File: config.mk
export PLATFORM = sky130hd
export DESIGN_NAME = if_fetch
export DESIGN_NICKNAME = d
export VERILOG_FILES = /design/src/rtl/if_fetch_pkg.sv /design/src/rtl/if_fetch_queue.sv /design/src/rtl/if_fetch.sv
export SDC_FILE = /design/constraint.sdc
export NUM_CORES = 1
export LEC_CHECK = 0
export ABC_AREA = 1
export ABC_CLOCK_PERIOD_IN_PS = 4500
export CAP_MARGIN = 20
export CORE_MARGIN = 3
export CORE_UTILIZATION = 55
export CTS_CLUSTER_DIAMETER = 100
export DETAILED_ROUTE_END_ITERATION = 6
export HOLD_SLACK_MARGIN = 0.15
export PLACE_DENSITY = 0.89
export SLEW_MARGIN = 40
export SYNTH_ARGS = -nofsm -noshare
export SYNTH_HDL_FRONTEND = slang
export SYNTH_HIERARCHICAL = 1
export SYNTH_SLANG_ARGS = --single-unit
File: constraint.sdc
create_clock -name clk -period 4.5 [get_ports clk]
set_clock_uncertainty 0.05 [all_clocks]
set_input_delay 0.45 -clock clk [delete_from_list [all_inputs] [get_ports clk]]
set_output_delay 0.45 -clock clk [all_outputs]
set_load 0.02 [all_outputs]
File: src/rtl/if_fetch_pkg.sv
// Shared types and constants for the instruction-fetch stage.
// Holds the empty-queue head values, the fetch FSM encoding and the queue entry layout.
package if_fetch_pkg;

    localparam logic [31:0] INST_NOP  = 32'h0000_0013;
    localparam logic [31:0] ZERO_WORD = 32'h0000_0000;

    typedef enum logic [1:0] {
        ST_IDLE = 2'd0,
        ST_WAIT = 2'd1,
        ST_DROP = 2'd2
    } fetch_state_e;

    typedef struct packed {
        logic [31:0] instr;
        logic [31:0] pc;
    } fq_entry_t;

    function automatic logic [31:0] next_word(input logic [31:0] a);
        return a + 32'd4;
    endfunction

endpackage

File: src/rtl/if_fetch_queue.sv
// Purpose: 2-entry fetch queue of {instr, pc}; head shows NOP/zero when empty.
// Latency: a push is visible at the head the cycle after it is written.
// Backpressure: pop only when non-empty; the caller never pushes into a full queue without a pop.
module fetch_queue
    import if_fetch_pkg::*;
(
    input  logic       clk,
    input  logic       rst_n,
    input  logic       flush,
    input  logic       push_vld,
    input  fq_entry_t  push_dat,
    input  logic       pop,
    output logic [1:0] count,
    output logic       head_vld,
    output fq_entry_t  head_dat
);

    fq_entry_t  slot0_q, slot0_d;
    fq_entry_t  slot1_q, slot1_d;
    logic [1:0] count_q, count_d;
    logic [1:0] count_after_pop;
    logic       do_pop;
    logic       do_push;

    always_comb begin
        slot0_d         = slot0_q;
        slot1_d         = slot1_q;
        count_d         = count_q;
        do_pop          = pop && (count_q != 2'd0);
        do_push         = push_vld && ((count_q != 2'd2) || do_pop);
        count_after_pop = count_q - 2'(do_pop);
        if (flush) begin
            count_d = 2'd0;
        end else begin
            // slot0 is always the head, so a pop shifts slot1 down
            if (do_pop) begin
                slot0_d = slot1_q;
            end
            if (do_push) begin
                if (count_after_pop == 2'd0) begin
                    slot0_d = push_dat;
                end else begin
                    slot1_d = push_dat;
                end
            end
            count_d = count_after_pop + 2'(do_push);
        end
    end

    always_ff @(posedge clk or negedge rst_n) begin
        if (!rst_n) begin
            slot0_q <= '0;
            slot1_q <= '0;
            count_q <= 2'd0;
        end else begin
            slot0_q <= slot0_d;
            slot1_q <= slot1_d;
            count_q <= count_d;
        end
    end

    always_comb begin
        head_vld       = (count_q != 2'd0);
        head_dat.instr = INST_NOP;
        head_dat.pc    = ZERO_WORD;
        if (head_vld) begin
            head_dat = slot0_q;
        end
    end

    assign count = count_q;

endmodule

File: src/rtl/if_fetch.sv
// Purpose: IF stage owning the PC; one outstanding imem request, 2-deep instruction buffer.
// Latency: request at t, 1-cycle memory responds t+1, instruction valid from t+2.
// Backpressure: stall_if holds the head; requests stop while the buffer would reach 2 entries.
module if_fetch
    import if_fetch_pkg::*;
#(
    parameter logic [31:0] RESET_PC = 32'h0000_0000
) (
    input  logic        clk,
    input  logic        rst_n,
    input  logic        stall_if,
    input  logic        redirect_valid,
    input  logic [31:0] redirect_pc,
    output logic        imem_req,
    output logic [31:0] imem_addr,
    input  logic        imem_rvalid,
    input  logic [31:0] imem_rdata,
    output logic        valid_if,
    output logic [31:0] instr_if,
    output logic [31:0] pc_if,
    output logic [31:0] nxpc_if
);

    fetch_state_e state_q, state_d;
    logic [31:0]  fetch_pc_q, fetch_pc_d;
    logic [1:0]   q_count;
    logic         q_head_vld;
    fq_entry_t    q_head;
    fq_entry_t    q_push_dat;
    logic         pop;
    logic         push;
    logic         resp_done;
    logic         issue;
    logic [2:0]   count_next;

    assign pop        = q_head_vld && !stall_if;
    assign push       = imem_rvalid && (state_q == ST_WAIT);
    assign count_next = {1'b0, q_count} + {2'b00, push} - {2'b00, pop};
    assign resp_done  = (state_q != ST_IDLE) && imem_rvalid;

    // In WAIT fetch_pc has already moved one word past the outstanding address
    assign q_push_dat.instr = imem_rdata;
    assign q_push_dat.pc    = fetch_pc_q - 32'd4;

    always_comb begin
        state_d    = state_q;
        fetch_pc_d = fetch_pc_q;
        issue      = 1'b0;
        if (redirect_valid) begin
            fetch_pc_d = redirect_pc & ~32'h3;
            state_d    = (state_q != ST_IDLE && !imem_rvalid) ? ST_DROP : ST_IDLE;
        end else if ((count_next <= 3'd1) && ((state_q == ST_IDLE) || resp_done)) begin
            issue      = 1'b1;
            fetch_pc_d = next_word(fetch_pc_q);
            state_d    = ST_WAIT;
        end else if (resp_done) begin
            state_d = ST_IDLE;
        end
    end

    always_ff @(posedge clk or negedge rst_n) begin
        if (!rst_n) begin
            state_q    <= ST_IDLE;
            fetch_pc_q <= RESET_PC;
        end else begin
            state_q    <= state_d;
            fetch_pc_q <= fetch_pc_d;
        end
    end

    assign imem_req  = rst_n && issue;
    assign imem_addr = imem_req ? fetch_pc_q : ZERO_WORD;

    fetch_queue u_queue (
        .clk      (clk),
        .rst_n    (rst_n),
        .flush    (redirect_valid),
        .push_vld (push && !redirect_valid),
        .push_dat (q_push_dat),
        .pop      (pop && !redirect_valid),
        .count    (q_count),
        .head_vld (q_head_vld),
        .head_dat (q_head)
    );

    assign valid_if = q_head_vld;
    assign instr_if = q_head.instr;
    assign pc_if    = q_head.pc;
    assign nxpc_if  = q_head_vld ? next_word(q_head.pc) : ZERO_WORD;

endmodule

==> results of run 1 <==
per-layer routing:
metal	routed length, µm	vias up	global-route usage [%]
met5	0	-	0
met4	1030	0	11.7
met3	2960	71	5.46
met2	17600	616	51.9
met1	14700	5853	39.0
li1	-	6127	-
through the flow:
stage / setup WS (ns) / utilization, % / instances
after CTS: 0.0254 / 70.2 / 2347
after global routing: -0.00141 / 70.5 / 2347
after global placement: 0.654 / 67.2 / 2314
final: 0.201 / 70.5 / 2347
after floorplan: 0.748 / - / 1917
after detailed placement: 0.504 / 67.2 / 2314
layout make-up:
class | instances | area, µm² | share of cell area, %
multi-input cells | 1364 | 6110 | 42.2
flip-flops and latches | 162 | 4060 | 28.0
repair buffers | 232 | 2310 | 15.9
inverters | 287 | 1080 | 7.44
clock buffers | 18 | 439 | 3.03
well taps | 270 | 338 | 2.33
clock inverters | 14 | 159 | 1.10
kinds of logic (layout without fill, tap and decap cells):
kind of cell,after synthesis,in the layout,share of synthesized area (%)
AOI/OAI and AO/OA,113,113,5.05
xor gates and xnor gates,42,42,3.14
adders and majority gates,8,8,0.917
buffers and inverters,391,551,13.7
DFF,162,162,34.6
other,1,4,0.0320
and+or+nand+nor,1197,1197,42.6
path summary, 6_finish.rpt:
| check | from | end | slack, ns | cells past startpoint |
|---|---|---|---|---|
| worst max register to register | u_queue/count[1] | fetch_pc_q[31] | 0.97 | 17 |
| min in group asynchronous | rst_n | u_queue/slot1_q[44] | 0.49 | 2 |
| worst min register to register | u_queue/slot1_q[24] | u_queue/slot1_q[24] | 0.44 | 2 |
| worst max-delay path | u_queue/count[1] | imem_addr[12] | 0.20 | 17 |
| max in group asynchronous | rst_n | u_queue/slot0_q[16] | 2.84 | 3 |
| worst min-delay path | redirect_valid | fetch_pc_q[27] | 0.41 | 3 |
state kept, by name, indices dropped and copies added (netlist names):
name	count
u_queue/slot1_q	64
state_q	2
u_queue/count	2
fetch_pc_q	30
u_queue/slot0_q	64
cell usage after synthesis, types with 10 or more instances:
cell	count
sky130_fd_sc_hd__o21ai_1	25
sky130_fd_sc_hd__dfrtp_1	162
sky130_fd_sc_hd__xor2_1	40
sky130_fd_sc_hd__buf_2	49
sky130_fd_sc_hd__inv_1	277
sky130_fd_sc_hd__clkbuf_1	28
sky130_fd_sc_hd__a21oi_1	10
sky130_fd_sc_hd__nand3_1	250
sky130_fd_sc_hd__nor2_1	233
sky130_fd_sc_hd__nand2_1	664
sky130_fd_sc_hd__nor2_2	12
sky130_fd_sc_hd__buf_4	13
sky130_fd_sc_hd__o21ai_0	67
sky130_fd_sc_hd__buf_1	10
worst max-delay path, delay by kind of cell (launching register included):
| kind | cells | cell delay [ns] |
|---|---|---|
| XOR/XNOR | 1 | 0.19 |
| adder cells (fa/ha/maj) | 3 | 0.81 |
| buffers and inverters | 7 | 1.32 |
| flip-flops | 1 | 0.47 |
| AND/OR/NAND/NOR | 6 | 0.55 |
power by group:
part	total, µW	switching (µW)	internal (µW)
clock	1470	703	766
sequential	2170	360	1810
combinational	1790	1150	638
timing repair:
action	CTS	global route
setup endpoints to repair	0	34
hold buffers	1	0
hold endpoints to repair	45	0
gates resized for setup	0	20
==> results.md, run 1 <==
- The flow ran to the end, and the final reports show no timing, DRC or antenna violations.
- The number of nets in the final layout is approximately 2100.
- The data arrival time of the critical path is between 3 and 4 ns.
- The worst-path cell with the longest stage delay is sky130_fd_sc_hd__clkdlybuf4s50_1.
- The overall power after layout is 5420 µW.
- The area of the core is 20600 µm².
- Data on the critical path is required at its endpoint by around 4.0 ns.
- By instance count, the cell type seen most on the critical path is sky130_fd_sc_hd__inv_1.
- For this run, the number of Yosys warnings is 6.
- The tightest hold path in the finished design has a slack of just over 0.4 ns.
- The static leakage is 0.00756 µW.
- The final count of pins violating max slew is 0.
- The share of the clock period used by the worst path after layout is 95.5%.
- The number of search-and-repair iterations in the first detailed-routing pass is 6.
- VDD sags by at most ~270 µV.
- The full die area is 23100 µm².
- The kind of end point of the critical path is an output port.
- The setup violation total in the final timing report is 0.
- The layout has 1782 filler cells.
- The cell sitting at the root of the clock tree is a sky130_fd_sc_hd__clkbuf_16.
- The final hold violation count is 0.
- The flip-flop and latch count after synthesis is about 160.
- Across all layers, the routed design uses 12700 vias.
- The clock buffer count from CTS is 17.
- After synthesis, the largest area contributor takes up about a third of total cell area.
- Counting flops with a built-in enable in the synthesized netlist gives 0.
- The setup path with the least slack is of type register to output port.
- The number of max-cap violations is 0.
- For this run, the register share of the synthesized area comes to around a third.
- In this run the cell area of the synthesized design comes to roughly 12000 µm².
- On the worst path, the slowest cell contributes a delay of 0.61 ns.
- The relative area change from synthesis to final layout is 23.5%.
- Global routing used between 30% and 40% of the available tracks across all layers.
- For this run, the top clock speed supported by timing is roughly 230 MHz.
- The worst path needs 4.30 ns of the cycle, external delays included.
- Summed over all failing endpoints, the final setup total negative slack is 0 ns.
- The initial utilization of the core area, before any placement, comes to ~57%.
- The height of the die is between 150 and 200 µm.
- The cell count after synthesis came out at roughly 1900.
- Yosys attributes the largest share of cell area to sky130_fd_sc_hd__dfrtp_1 (35%), sky130_fd_sc_hd__nand2_1 (21%), sky130_fd_sc_hd__nand3_1 (11%), sky130_fd_sc_hd__inv_1 (8.9%), sky130_fd_sc_hd__nor2_1 (7.5%).
- The number of placed I/O pins is 199.
- STA classifies the critical path startpoint as a register.
- Buffers added to address setup during post-CTS repair amount to 0.
- The via count of the first global-routing pass is 12400.
- The repair_antennas step left the layout with diodes totalling 0.
- The largest net degree at the start of global routing is between 100 and 150.
- After synthesis, the share of flip-flops with an asynchronous set or reset is 100%.
- Clock latency on the worst-skew pair, taken at its later pin, is roughly 0.43 ns.
- The CTS tree is yes.
- The post-detailed-route DRC marker count is 0.
- The H-tree depth reported by CTS is 4.
- Walking the worst path, the cells encountered are inv_1 > nand2_2 > clkinv_1 > buf_6 > nor2_1 > ha_1 > inv_1 > ha_1 > inv_1 > fa_1 > xnor2_1 > nand3_2 > nor2_4 > nand2_1 > buf_4 > nor2_1 > clkdlybuf4s50_1.
- The total power density per cell area is 374 nW/µm².
- Buffers placed on the I/O ports in this run total 194.
- The detailed-placement wirelength estimate is 25600 µm.
- In this run the remaining antenna-violating nets after routing total 0.
- The first global-routing pass estimated 59400 µm of wire.
- The min-delay analysis places its worst path in the category primary input to register.
- The finished cells cover 14500 µm².
- The first routing iteration left 1267 violations.
- Counting every sink on the clock net gives 162.
- The average wire per standard cell is around 15 µm.
- The clock passes through at most 2 buffers.
- The weighted congestion reported at the end of routability-driven placement is around 1.
- The floorplan step set the die width to approximately 150 µm.
- For this run the aggregate overflow at the end of global routing stands at 0.
- For the pin with the worst max-slew slack, the measured transition is approximately 0.84 ns.
- Dividing the synthesized area by the synthesized cell count gives ~6.1 µm².
- Once placement finished, the instance area stood at between 10000 and 15000 µm².
- In the final layout, the share of cells above drive strength 1 is 5.73%.
- Clock-pin slew was measured on the worst setup and hold paths at 0.08 ns.
- The total detailed-routing wirelength is roughly 36000 µm.
- The library cell used most frequently in the layout, excluding fill and tap cells, is sky130_fd_sc_hd__nand2_1.
- Synthesis instantiated 38 different standard cells from the library.
- Of all nets on the critical path, the largest fanout is 31.
- The number of antenna violations at the first check in global routing is 0.
- The primary flip-flop cell chosen by synthesis mapping is sky130_fd_sc_hd__dfrtp_1.
- The count of standard-cell rows is 52.
- Headroom to the max-slew limit came out at 44.0%.
- The largest total area in the synthesized netlist belongs to sky130_fd_sc_hd__dfrtp_1.
- The mean number of vias per cell is roughly 5.4.
- Leaving out fill and tap cells, the most frequent cells in the layout are sky130_fd_sc_hd__nand2_1 (662), sky130_fd_sc_hd__inv_1 (275), sky130_fd_sc_hd__nand3_1 (250), sky130_fd_sc_hd__nor2_1 (233), sky130_fd_sc_hd__clkdlybuf4s50_1 (174).
Note: power is estimated with default switching activity, not from simulation.
==> run 2: changes to the inputs <==
--- a/config.mk
+++ b/config.mk
@@ -5,15 +5,14 @@
 export SDC_FILE = /design/constraint.sdc
 export NUM_CORES = 1
 export LEC_CHECK = 0
-export ABC_AREA = 1
 export ABC_CLOCK_PERIOD_IN_PS = 4500
 export CAP_MARGIN = 20
 export CORE_MARGIN = 3
-export CORE_UTILIZATION = 55
+export CORE_UTILIZATION = 52
 export CTS_CLUSTER_DIAMETER = 100
 export DETAILED_ROUTE_END_ITERATION = 6
 export HOLD_SLACK_MARGIN = 0.15
-export PLACE_DENSITY = 0.89
+export PLACE_DENSITY = 0.88
 export SLEW_MARGIN = 40
 export SYNTH_ARGS = -nofsm -noshare
 export SYNTH_HDL_FRONTEND = slang
==> results.md, run 2 <==
- The run finished with clean final reports.
- The height of the die is between 100 and 150 µm.
- In this run, placement finished with an instance count of between 1000 and 1500.
- After detailed routing, the number of remaining DRC violations is 0.
- The signal on the critical path passes through nor2_4 > inv_2 > buf_12 > and2_1 > and4_1 > nand3_2 > buf_4 > nor4_1 > xor2_1 > and2_1 > clkdlybuf4s50_1.
- The residual antenna-violating net count after detailed routing is 0.
- Synthesis handed over a netlist of roughly 910 instances.
- The mapped netlist covers 9360 µm².
- The clock buffer count from CTS is 17.
- The clock latency on the worst-skew pair is between 0.4 and 0.5 ns.
- The number of placed I/O pins is 199.
- The initial standard-cell utilization of the core is 53.5%.
- The number of buffer and inverter instances along the worst setup path is 4.
- The via count is 7549.
- Relative to the synthesized area, the layout overhead comes to 29.5%.
- The average instance in the mapped netlist occupies 10.3 µm².
- The path length in cells of the critical path is 11.
- Setup repair after global routing left no endpoint under its margin.
- The CTS tree is yes.
- The kind of start point of the critical path is a register.
- The share of Yosys cell area claimed by the top area cell type is 43.3%.
- Routability-driven placement finished with a final weighted congestion of a little over 0.8.
- The via count of the first global-routing pass is between 7000 and 8000.
- The delay contributed by the slowest stage of the critical path is 0.60 ns.
- The distinct cell type count of the synthesized netlist is 53.
- The smallest hold slack is about 0.43 ns.
- The sum of overflow across all layers after global routing is 0.
- The number of cells on the worst reg-to-reg path is 11.
- The clock net in this run drives a total of approximately 160 sinks.
- The critical-path maximum fanout is 98.
- The total power density per cell area is 393 nW/µm².
- In this run the number of H-tree levels came out at 4.
- The slowest stage of the critical path belongs to the cell sky130_fd_sc_hd__clkdlybuf4s50_1.
- Setup violations remaining at the end of the flow were counted as 0.
- The top cell types in the final layout, fill and taps aside, are sky130_fd_sc_hd__and2_1 (186), sky130_fd_sc_hd__dfrtp_1 (162), sky130_fd_sc_hd__clkdlybuf4s50_1 (161), sky130_fd_sc_hd__a221o_1 (64), sky130_fd_sc_hd__nand2_1 (49).
- The class of the most critical setup path is register to output port.
- In the synthesized netlist the dominant register cell turns out to be sky130_fd_sc_hd__dfrtp_1.
- The final design utilization is between 60 and 70%.
- The net count of the finished layout is about 1100.
- The first detailed-routing pass ran for 5 iterations.
- The clock tree root driver cell is sky130_fd_sc_hd__clkbuf_16.
- The diode insertion count for antenna repair is 0.
- The tool flagged a number of max-cap violations equal to 0.
- The most repeated cell in the gate-level netlist after synthesis is sky130_fd_sc_hd__and2_1.
- The time the final worst path needs with I/O delays and setup is ~4.2 ns.
- The maximum buffer depth of the clock tree is 2.
- In this run, synthesis produced a sequential element count of 162.
- Fill cells in the final layout number approximately 1300.
- The kind of cell with the highest combined delay along the critical path is simple AND/OR/NAND/NOR gates.
- Global routing used approximately 25% of the available tracks across all layers.
- The post-layout instance count excluding filler cells is 1308.
- Sequential cells were found to cover 43.3% of the synthesized design area.
- In this design, the critical path's most frequently occurring cell is sky130_fd_sc_hd__and2_1.
- The total negative setup slack is 0 ns.
- The share of the clock period used by the worst path after layout is 92.8%.
- The die is ~140 µm wide.
- In the routed layout, each cell is associated on average with a via count of a little under 6.
- Based on the critical path, the design can be clocked at up to around 240 MHz.
- The final count of pins violating max slew is 0.
- The kind of path behind the tightest hold check is register to register.
- The number of antenna violations at the first check in global routing is 0.
- The library cell used most frequently in the layout, excluding fill and tap cells, is sky130_fd_sc_hd__and2_1.
- The number of buffers inserted by port buffering is between 150 and 200.
- For this design the static power due to leakage is between 0.005 and 0.006 µW.
- Summed over all instances, the cell type with the most area after synthesis is sky130_fd_sc_hd__dfrtp_1.
- Data on the critical path is required at its endpoint by 4.00 ns.
- In this run the tightest slew margin relative to its limit is between 50% and 60%.
- The largest net degree at the start of global routing is 99.
- The number of synthesized flops with an enable pin is 0.
- The first-iteration detailed-routing DRC count is about 600.
- The initialized floorplan defines 48 standard-cell rows.
- The floorplan step defined a core boundary enclosing between 15000 and 20000 µm².
- The depth of the worst hold-timing path is 1.
- The total detailed-routing wirelength is 24500 µm.
- The detailed-placement wirelength estimate is about 17000 µm.
- The clock edge transition at the registers on the reported setup and hold paths is approximately 0.060 ns.
- The share of synthesized registers carrying an async set or reset is 100%.
- The worst setup path is captured at an output port.
- The first global-routing pass estimated 39400 µm of wire.
- The final hold violation count is 0.
- The largest registers in the layout are u_queue/slot0_q x64, u_queue/slot1_q x64, fetch_pc_q x30.
- The post-route netlist has 11.0% of its cells at a drive strength greater than 1.
- Sorting the synthesized cells by how often they occur yields sky130_fd_sc_hd__and2_1 (186), sky130_fd_sc_hd__dfrtp_1 (162), sky130_fd_sc_hd__a221o_1 (64).
- Ranked by total cell area, the synthesized netlist is headed by sky130_fd_sc_hd__dfrtp_1 (43%), sky130_fd_sc_hd__and2_1 (12%), sky130_fd_sc_hd__a221o_1 (6.8%), sky130_fd_sc_hd__mux2_2 (5.4%), sky130_fd_sc_hd__xnor2_1 (4.3%).
- The die covers slightly below 20000 µm².
- STA puts the critical path data arrival time at 3.68 ns.
- The maximum VDD drop is between 300 and 400 µV.
- The average wire per standard cell is roughly 19 µm.
- During synthesis, Yosys emitted a total of 6 warnings.
- For the pin with the worst max-slew slack, the measured transition is ~0.74 ns.
[run 2: cell types whose count changed after synthesis, moves of 64 or more]
cell / previous run / this run
sky130_fd_sc_hd__nand2_1: 664 / 49
sky130_fd_sc_hd__a221o_1: 0 / 64
sky130_fd_sc_hd__nor2_1: 233 / 22
sky130_fd_sc_hd__and2_1: 0 / 186
sky130_fd_sc_hd__inv_1: 277 / 19
sky130_fd_sc_hd__nand3_1: 250 / 20
[run 2: cells by family (layout without fill, tap and decap cells)]
kind of cell / count (synthesis) / in the layout / share of synthesized area, %
XOR/XNOR: 85 / 85 / 7.96
flip-flops: 162 / 162 / 43.3
AND/OR/NAND/NOR: 387 / 387 / 24.9
AO/OA/AOI/OAI: 106 / 106 / 9.54
multiplexers: 66 / 66 / 7.94
adder cells (fa/ha/maj): 8 / 8 / 1.15
buffers and inverters: 92 / 263 / 5.10
other: 1 / 6 / 0.0401
[run 2: final timing paths]
| kind | startpoint | endpoint | slack [ns] |
|---|---|---|---|
| hold / removal | u_queue/slot1_q[3] | u_queue/slot1_q[3] | 0.43 |
| max in group asynchronous | rst_n | u_queue/slot1_q[31] | 2.92 |
| setup / recovery | u_queue/count[0] | nxpc_if[23] | 0.32 |
| setup reg to reg | u_queue/count[0] | u_queue/slot0_q[50] | 0.84 |
| min in group asynchronous | rst_n | u_queue/slot1_q[54] | 0.45 |
| hold reg to reg | u_queue/slot1_q[3] | u_queue/slot1_q[3] | 0.43 |
[run 2: where the power goes]
group	internal, µW	switching, µW
logic	592	477
clock network	894	641
registers	1870	293
total	3350	1410
[run 2: what timing repair did]
| action | in CTS | in global routing |
|---|---|---|
| endpoints found under the setup margin | 31 | 35 |
| hold buffers | 1 | 0 |
| resized for setup | 3 | 33 |
| buffers inserted | 0 | 2 |
| hold endpoints to repair | 35 | 0 |
[run 2: area by class of cell]
cell class,count,area (µm²),area share (%)
Inverter,19,71.3,0.588
Sequential cell,162,4050,33.5
Tap cell,225,282,2.32
Multi-Input combinational cell,658,4880,40.2
Timing Repair Buffer,212,2210,18.2
Clock inverter,14,196,1.62
Clock buffer,18,429,3.54
[run 2: metal layers]
metal | share of wire (%) | vias to the layer above | wire length, µm | GRT usage, %
met2 | 51 | 297 | 12500 | 43.0
met4 | 3.0 | 0 | 727 | 9.89
met1 | 41 | 3722 | 10100 | 30.9
li1 | - | 3481 | - | -
met5 | 0 | - | 0 | 0
met3 | 4.8 | 49 | 1190 | 3.38
[run 2: worst register-to-register path, stage by stage, from the launching register on]
cell                       delay, ns
sky130_fd_sc_hd__dfrtp_1        0.50
sky130_fd_sc_hd__nor2_4         0.09
sky130_fd_sc_hd__inv_2          0.08
sky130_fd_sc_hd__nor2b_1        0.22
sky130_fd_sc_hd__nor2b_1        0.49
sky130_fd_sc_hd__and2_1         0.22
sky130_fd_sc_hd__ha_1           0.29
sky130_fd_sc_hd__xor2_1         0.34
sky130_fd_sc_hd__nor2_1         0.15
sky130_fd_sc_hd__o211ai_4       0.55
sky130_fd_sc_hd__buf_4          0.42
sky130_fd_sc_hd__a221o_1        0.21
[run 2: per-stage QoR]
stage               total power, µW  cell area, µm²  worst slack (ns)
global placement               3170           11400             0.410
finish                         4760           12100             0.323
floorplan                      2780            9370             0.438
CTS                            4790           12000            0.0120
global route                   4990           12100            0.0804
detailed placement             3240           11400             0.189
==> RTL change: new RTL, settings of run 2 <==
Encoding of `fetch_state_e`: now one-hot (3 bits for 3 states).
--- a/src/rtl/if_fetch_pkg.sv
+++ b/src/rtl/if_fetch_pkg.sv
@@ -6,8 +6,8 @@
     localparam logic [31:0] ZERO_WORD = 32'h0000_0000;
 
-    typedef enum logic [1:0] {
-        ST_IDLE = 2'd0,
-        ST_WAIT = 2'd1,
-        ST_DROP = 2'd2
+    typedef enum logic [2:0] {
+        ST_IDLE = 3'b001,
+        ST_WAIT = 3'b010,
+        ST_DROP = 3'b100
     } fetch_state_e;
 
Formal check against the unedited RTL: no difference found for any inputs over 4 cycles, from zero or initial values and one cycle with rst_n low; so few cycles prove little.
==> RTL change against run 2 <==
Largest power group unchanged. Sequential cell count grew 1. Fmax shrank 4.5%. Die area grew 0.29%. Non-clock buffer count grew 7. Largest cell class unchanged. Worst hold slack lost 0.0039 ns. Core utilization shrank 0.079 points. Cell area shrank 0.11%. Clock power grew 3%. Worst setup slack lost 0.20 ns. Global-route usage grew 0.37 points. Wire length shrank 0.32%. Power shrank 13%. Synthesized area grew 0.31%.
==> RTL change: results (changes against run 2) <==
pwr:
  leakage_nw: 5.16  # -9.3%
finish:
  nFillCells: 1274  # -1.4%
  nNetsFinal: 1184  # +3.2%
  drive_gt1_share_pct: 11.4  # +0.45 points
drt:
  met1_length_mm: 9.92  # -1.3%
  dr_wl_met3_mm: 1.70  # +43%
  wl_per_cell_um: 18.1  # -3.1%
  route.met2.wl_mm: 12.0  # -4.2%
  viasPerCell: 5.70  # -1.2%
grt:
  grt_max_degree: 79  # -20%
  grt_pass1_vias: 7738  # +1.8%
  grt_usage_pct: 25.0  # +0.37 points
  antenna_found_initial: 1  # +1
logic_synthesis:
  synth_cell_types: 60  # +13%
  seq_area_frac_synth_pct: 43.5  # +0.15 points
  ys_top_cells_by_count: "162 x and2_1, 162 x dfrtp_1, 64 x a221o_1, 54 x nand2_1, 50 x nor2_1"
critical_path:
  critical_path.max_stage_delay_ns: 0.64  # +0.04 ns
  cp.arrival_ns: 3.87  # +0.19 ns
  crit_slowest_cell: "or4b_2"
  crit_path_max_fanout: 31  # -68%
outcome:
  status: "finished, final reports clean"
placement:
  dpl.hpwl_mm: 17.2  # +3.0%
  dp_worst_setup_slack_ns: -0.0933  # -0.282 ns
  routabilityCongestion: 0.877  # +8.1%
sta:
  slew_headroom_pct: 49.2  # -1.5 points
## RTL change: changes by cell type after synthesis, moves of 6 or more
cell	before	now
o21ai_0	30	37
nor3_1	21	15
or3_1	4	12
nor2_1	22	50
and2_1	186	162
xor2_1	39	21
a21oi_1	3	13
## RTL change: metal layers
metal,vias to the layer above,global-route usage [%]
li1,3662,-
met4,0,10.3
met1,3702,30.8
met5,-,0
met2,257,42.3
met3,49,5.84
## RTL change: final timing paths
| check | slack [ns] | depth (start not counted) | start | to |
|---|---|---|---|---|
| max | 0.13 | 14 | imem_rvalid | imem_addr[7] |
| min | 0.43 | 1 | u_queue/slot1_q[5] | u_queue/slot1_q[5] |
| max reg2reg | 0.74 | 12 | state_q[2] | fetch_pc_q[23] |
| min reg2reg | 0.43 | 1 | u_queue/slot1_q[5] | u_queue/slot1_q[5] |
| max in group asynchronous | 2.90 | 3 | rst_n | u_queue/slot1_q[56] |
| min in group asynchronous | 0.46 | 2 | rst_n | u_queue/slot0_q[33] |
## RTL change: cell families (layout without fill, tap and decap cells)
kind of cell / count (synthesis) / count (layout) / share of synthesized area (%)
AO/OA/AOI/OAI: 141 / 141 / 11.9
other: 1 / 7 / 0.0400
AND/OR/NAND/NOR: 395 / 395 / 24.4
flip-flops: 163 / 163 / 43.5
multiplexers: 65 / 65 / 7.79
adder cells (fa/ha/maj): 8 / 8 / 1.15
buffers and inverters: 92 / 273 / 4.95
XOR/XNOR: 68 / 68 / 6.35
## RTL change: per-stage QoR
step	hold slack [ns]	cell area, um2	cells
floorplan	0.104	9400	938
global placement	0.340	11400	1309
detailed placement	0.342	11500	1312
global route	0.449	12100	1345
finish	0.428	12100	1345
CTS	0.431	12100	1344
## RTL change: timing repair
action	4_1_cts	5_1_grt
hold endpoints to repair	43	0
endpoints found under the setup margin	31	27
resized for setup	31	32
hold buffers	1	0
## RTL change: power by group
part	switching [W]	total [W]	internal, W
Sequential	0.000209	0.00193	0.00172
Combinational	0.000290	0.000654	0.000364
Clock	0.000584	0.00158	0.000999
## RTL change: area by class of cell
class | count | area, um2 | share of cell area [%]
antenna | 1 | 2.50 | 0.0207
clock buffer | 19 | 443 | 3.66
clock inverter | 12 | 205 | 1.70
inverter | 23 | 86.3 | 0.713
multi-input combinational | 683 | 4870 | 40.2
sequential | 163 | 4080 | 33.7
tap | 225 | 282 | 2.33
timing repair buffer | 219 | 2140 | 17.7
